## src/rtl/buzzer_seq.sv

```systemverilog
// buzzer_seq: burst beeper. A start request in IDLE latches the tone/duration/
// repeat settings and plays repeat_n beeps (0 = forever) of on_cycles each,
// separated by off_cycles of silence. The tone is either a square wave of
// half-period tone_half or, with tone_half == 0, a steady DC level.
module buzzer_seq #(
  parameter int unsigned TONE_W   = 18,
  parameter int unsigned DUR_W    = 27,
  parameter int unsigned REP_W    = 4,
  parameter logic        IDLE_LVL = 1'b0
) (
  input  logic              clk,
  input  logic              rstn,
  input  logic              start,
  input  logic              abort,
  input  logic [TONE_W-1:0] tone_half,
  input  logic [DUR_W-1:0]  on_cycles,
  input  logic [DUR_W-1:0]  off_cycles,
  input  logic [REP_W-1:0]  repeat_n,
  output logic              beep,
  output logic              busy,
  output logic              done,
  output logic [REP_W-1:0]  beep_idx
);

  typedef enum logic [1:0] {
    ST_IDLE = 2'd0,
    ST_ON   = 2'd1,
    ST_OFF  = 2'd2
  } state_e;

  localparam logic [TONE_W-1:0] TONE_ONE = TONE_W'(1);
  localparam logic [DUR_W-1:0]  DUR_ONE  = DUR_W'(1);
  localparam logic [REP_W-1:0]  REP_ONE  = REP_W'(1);

  state_e             state_q;
  logic [TONE_W-1:0]  tone_half_q;
  logic [TONE_W-1:0]  tone_cnt_q;
  logic [DUR_W-1:0]   on_cyc_q;
  logic [DUR_W-1:0]   off_cyc_q;
  logic [DUR_W-1:0]   dur_cnt_q;
  logic [REP_W-1:0]   rep_q;
  logic [REP_W-1:0]   idx_q;
  logic               beep_q;
  logic               busy_q;
  logic               done_q;

  logic               tone_wrap_d;
  logic               on_end_d;
  logic               off_end_d;
  logic               last_beep_d;
  logic               beep_start_d;
  logic [REP_W-1:0]   idx_d;

  // Decode end-of-interval conditions against the latched burst settings.
  always_comb begin
    tone_wrap_d  = (tone_cnt_q == (tone_half_q - TONE_ONE));
    on_end_d     = (dur_cnt_q == (on_cyc_q - DUR_ONE));
    off_end_d    = (dur_cnt_q == (off_cyc_q - DUR_ONE));
    last_beep_d  = (rep_q != '0) && (idx_q == (rep_q - REP_ONE));
    beep_start_d = (tone_half_q == '0) ? ~IDLE_LVL : IDLE_LVL;
    idx_d        = idx_q + REP_ONE;  // wraps naturally in infinite mode
  end

  // Burst sequencer: IDLE -> ON (-> OFF -> ON ...) -> IDLE, outputs registered.
  always_ff @(posedge clk or negedge rstn) begin
    if (!rstn) begin
      state_q     <= ST_IDLE;
      tone_half_q <= '0;
      tone_cnt_q  <= '0;
      on_cyc_q    <= '0;
      off_cyc_q   <= '0;
      dur_cnt_q   <= '0;
      rep_q       <= '0;
      idx_q       <= '0;
      beep_q      <= IDLE_LVL;
      busy_q      <= 1'b0;
      done_q      <= 1'b0;
    end else begin
      done_q <= 1'b0;
      case (state_q)
        ST_IDLE: begin
          if (start && !abort) begin
            tone_half_q <= tone_half;
            on_cyc_q    <= (on_cycles == '0) ? DUR_ONE : on_cycles;
            off_cyc_q   <= off_cycles;
            rep_q       <= repeat_n;
            state_q     <= ST_ON;
            busy_q      <= 1'b1;
            idx_q       <= '0;
            dur_cnt_q   <= '0;
            tone_cnt_q  <= '0;
            beep_q      <= (tone_half == '0) ? ~IDLE_LVL : IDLE_LVL;
          end
        end
        ST_ON: begin
          if (abort) begin
            state_q    <= ST_IDLE;
            beep_q     <= IDLE_LVL;
            busy_q     <= 1'b0;
            done_q     <= 1'b1;
            dur_cnt_q  <= '0;
            tone_cnt_q <= '0;
          end else if (on_end_d) begin
            dur_cnt_q  <= '0;
            tone_cnt_q <= '0;
            if (last_beep_d) begin
              state_q <= ST_IDLE;
              beep_q  <= IDLE_LVL;
              busy_q  <= 1'b0;
              done_q  <= 1'b1;
            end else if (off_cyc_q == '0) begin
              // Back-to-back beeps: tone phase restarts with each beep.
              idx_q  <= idx_d;
              beep_q <= beep_start_d;
            end else begin
              state_q <= ST_OFF;
              beep_q  <= IDLE_LVL;
            end
          end else begin
            dur_cnt_q <= dur_cnt_q + DUR_ONE;
            if (tone_half_q != '0) begin
              if (tone_wrap_d) begin
                tone_cnt_q <= '0;
                beep_q     <= ~beep_q;
              end else begin
                tone_cnt_q <= tone_cnt_q + TONE_ONE;
              end
            end
          end
        end
        ST_OFF: begin
          if (abort) begin
            state_q   <= ST_IDLE;
            beep_q    <= IDLE_LVL;
            busy_q    <= 1'b0;
            done_q    <= 1'b1;
            dur_cnt_q <= '0;
          end else if (off_end_d) begin
            state_q    <= ST_ON;
            idx_q      <= idx_d;
            dur_cnt_q  <= '0;
            tone_cnt_q <= '0;
            beep_q     <= beep_start_d;
          end else begin
            dur_cnt_q <= dur_cnt_q + DUR_ONE;
          end
        end
        default: begin
          state_q <= ST_IDLE;
          beep_q  <= IDLE_LVL;
          busy_q  <= 1'b0;
        end
      endcase
    end
  end

  assign beep     = beep_q;
  assign busy     = busy_q;
  assign done     = done_q;
  assign beep_idx = idx_q;

endmodule

```

## config.mk

```make
export PLATFORM = sky130hd
export DESIGN_NAME = buzzer_seq
export DESIGN_NICKNAME = d
export VERILOG_FILES = /design/src/rtl/buzzer_seq.sv
export SDC_FILE = /design/constraint.sdc
export NUM_CORES = 1
export LEC_CHECK = 0
export ABC_AREA = 1
export CAP_MARGIN = 20
export CORE_MARGIN = 5
export CORE_UTILIZATION = 47
export CTS_BUF_LIST = sky130_fd_sc_hd__clkbuf_4 sky130_fd_sc_hd__clkbuf_8
export CTS_CLUSTER_DIAMETER = 120
export DETAILED_ROUTE_END_ITERATION = 8
export GPL_TIMING_DRIVEN = 1
export PLACE_DENSITY = 0.67
export SYNTH_ARGS = -nofsm -noshare
export SYNTH_HDL_FRONTEND = slang
export SYNTH_SLANG_ARGS = --single-unit
```

## constraint.sdc

```tcl
create_clock -name clk -period 3 [get_ports clk]
set_input_delay 0.45 -clock clk [delete_from_list [all_inputs] [get_ports clk]]
set_output_delay 0.45 -clock clk [all_outputs]
set_load 0.03 [all_outputs]
```

==> summary.md <==
| Metric | Value |
|---|---|
| EDFF count, synth | 0 |
| Die area | 23950 sq um |
| RSZ-0062 raised after global routing | no |
| Async S/R FF share, synth | 1.000 |
| Cts-stage hold buffer count | 0 |
| CP Class | flip-flop to flip-flop |
| WHS | -0.01756 ns |
| Tmin final | 2.753 ns |
| Most frequent cell after synthesis | nand2_1 |
| Final nets | 1591 |
| Synthesized instance count | 1430 |
| Yosys warnings | 0 |
| Die height | 154.8 microns |
| DR vias | 9165 |
| Worst Path Required | 3.39 ns |
| Vias in the first global route | 8529 |
| Final Power | 0.009214 W |
| Placer Congestion | 0.9238 |
| H-tree level count | 4 |
| Final hold vios | 11 |
| Post-synth top area share | 0.3303 |
| Mapped cell area | 9848 sq um |
| Leading area contributor after synthesis | dfrtp_1 |
| Global-route wire length before repair | 42.61 mm |
| Final WL | 25.89 mm |
| CP endpoint kind | flip-flop |
| R2r setup slk | 0.25 ns |
| Post-route insts no fill | 1787 |
| CP Max Fanout | 17 |
| Post-synth top cells | nand2_1, nor2_1, inv_1 |
| PwrDens | 808.2 nW/um^2 |
| Post-route ant nets | 0 |
| DPL Wire Length | 20.19 mm |
| Status | finished, violations left |
| Setup violations, final | 0 |
| Top_reg_cell synth | dfrtp_1 |
| Post-route setup slack | 0.2465 ns |
| Site row count | 53 |
| Gr ovfl total | 0 |
| Final-layout fill cell count | 2091 |
| # port buffers | 86 |
| Min-delay worst type | primary input to async pin |
| Area Overhead vs Synth | 15.77% |
| Number of max-cap violations | 0 |
| Initial antenna violation count | 1 |
| Syn_area_per_cell | 6.887 sq um |
| Sequential share of the synthesized area | 0.3303 |
| CP Launch Type | flip-flop |
| Worst Reg-to-Reg Cells | 14 |
| DP Cell Count | 1755 |
| Period utilisation layout | 0.9178 |
| Yosys reg bits | 130 |
| Clk_lat worst skew | 0.47 ns |
| Pre-CTS WS | 0.2196 ns |
| CTS Buf Count | 17 |
| Worst R2R End | done |
| Vias per cell | 5.129 |
| Max transition margin | 0.3379 |
| Antenna fix cells | 0 |
| Slew Limit Fails | 0 |
| Initial Util | 0.4730 |
| Drt wl/cell | 14.49 microns |
| RR Startpoint | on_cyc_q[0] |
| Initial DRC Count | 670 |
| Max clock buf depth | 2 |
| Cell variety after synth | 51 |
| Reg clk slew, reported paths | 0.08 ns |
| DR pass1 iterations | 6 |
| Die Wd | 154.8 microns |
| Residual DRC | 0 |
| Root Driver | clkbuf_8 |
| Largest net degree at the start of global routing | 98 |
| Failing checks | hold timing |
| Clock Sinks | 130 |
| Max Freq | 0.3632 GHz |
| Resize count post-CTS | 0 |
| Least-Margin Pin Slew | 0.9931 ns |
| Post-route setup TNS | 0 ns |
| Setup Fix Bufs, Post-CTS | 0 |
| LEAKAGE | 5.295 nW |
| Worst Path Arrival | 3.14 ns |
| TritonCTS clock tree | built |
| Share of cells above drive strength 1 | 0.08466 |
| Gr usage total | 0.2197 |
| Core Area | 20820 sq um |
| VDD IR-drop max | 0.0004288 V |
| # IOs | 87 |
| Clk_skew | 0.01996 ns |
| Most area-consuming cells after synthesis | dfrtp_1, nand2_1, xor2_1, nor2_1, inv_1 |
| Syn_nets | 1522 |
layer usage:
layer  share of wire  GRT usage
met5               0          0
met1            0.49     0.3212
met2            0.43     0.3332
met3           0.059    0.03945
met4           0.016    0.06434
sequential cells by signal, summed over array words and instances (netlist names):
signal and count:
dur_cnt_q 27, off_cyc_q 27, on_cyc_q 27, tone_cnt_q 18
tone_half_q 18, beep_idx 4, rep_q 4, state_q 2
beep 1, busy 1, done 1
kinds of logic (layout without fill, tap and decap cells):
group / Yosys count / count (layout) / share of synthesized area
AOI/OAI and AO/OA: 141 / 141 / 0.08754
xor gates and xnor gates: 124 / 124 / 0.1131
adders and majority gates: 12 / 12 / 0.01525
buffers and inverters: 187 / 269 / 0.07801
DFF: 130 / 130 / 0.3303
muxes: 1 / 1 / 0.001016
and+or+nand+nor: 835 / 835 / 0.3748
cell usage in the layout, fill, tap and decap left out, drive strengths merged, types with 3 or more instances in the layout:
| cell | netlist | routed |
|---|---|---|
| nor3 | 23 | 23 |
| nand2 | 478 | 478 |
| xor2 | 90 | 90 |
| bufinv | 0 | 4 |
| nand3b | 16 | 16 |
| nor4 | 13 | 13 |
| nor3b | 3 | 3 |
| o21ai | 94 | 94 |
| nor2 | 185 | 185 |
| o21bai | 3 | 3 |
| inv | 139 | 140 |
| clkinvlp | 0 | 3 |
| clkdlybuf4s50 | 0 | 85 |
| clkbuf | 32 | 21 |
| ha | 12 | 12 |
| nand4 | 34 | 34 |
| buf | 15 | 12 |
| clkinv | 1 | 4 |
| and2 | 3 | 3 |
| nand3 | 73 | 73 |
| o22ai | 13 | 13 |
| or2 | 5 | 5 |
| a21oi | 25 | 25 |
| xnor2 | 32 | 32 |
| dfrtp | 130 | 130 |
power by group:
part | total [W] | leakage [nW] | switching (W) | internal [W]
registers | 0.00299 | 1.68 | 0.000693 | 0.00229
logic | 0.00449 | 3.39 | 0.00285 | 0.00164
clock network | 0.00174 | 0.226 | 0.000750 | 0.000988
total | 0.00921 | 5.30 | 0.00429 | 0.00492
worst max path at each step:
stage | slack, ns | depth (start not counted) | from | to
after floorplan | 0.76 | 18 | on_cyc_q[0] | dur_cnt_q[23]
after global placement | 0.29 | 13 | tone_half_q[0] | tone_cnt_q[5]
after detailed placement | 0.22 | 13 | tone_half_q[0] | tone_cnt_q[15]
after CTS | 0.17 | 13 | tone_half_q[0] | tone_cnt_q[15]
after global routing | 0.02 | 18 | off_cyc_q[0] | tone_cnt_q[15]
final | 0.25 | 14 | on_cyc_q[0] | done
worst max-delay path: stages (launching register included):
cell and delay (ns):
dfrtp_1 0.40, inv_1 0.14, ha_1 0.25, nand3_4 0.15, nor2_2 0.22, nand2_1 0.11
xor2_1 0.19, nand2_1 0.07, nor2_1 0.08, nand2_1 0.08, nor2_1 0.39, nand2_4 0.22
o21ai_1 0.17, nand2_1 0.06, a21oi_1 0.13
per-stage QoR:
step / utilization / instance area, sq um
4_1_cts: 0.5466 / 11380
5_1_grt: 0.5475 / 11400
6_report: 0.5475 / 11400
2_1_floorplan: - / 9848
3_5_place_dp: 0.5246 / 10920
3_3_place_gp: 0.5246 / 10920
cell type report:
type	instances	area, sq um	share of cell area
inverters	140	529.3	0.04642
clock buffers	21	282.8	0.02480
flip-flops and latches	130	3253	0.2853
clock inverters	11	175.2	0.01536
well taps	275	344.1	0.03018
repair buffers	97	965.9	0.08472
multi-input cells	1113	5851	0.5132
(Power assumes the default switching activity.)
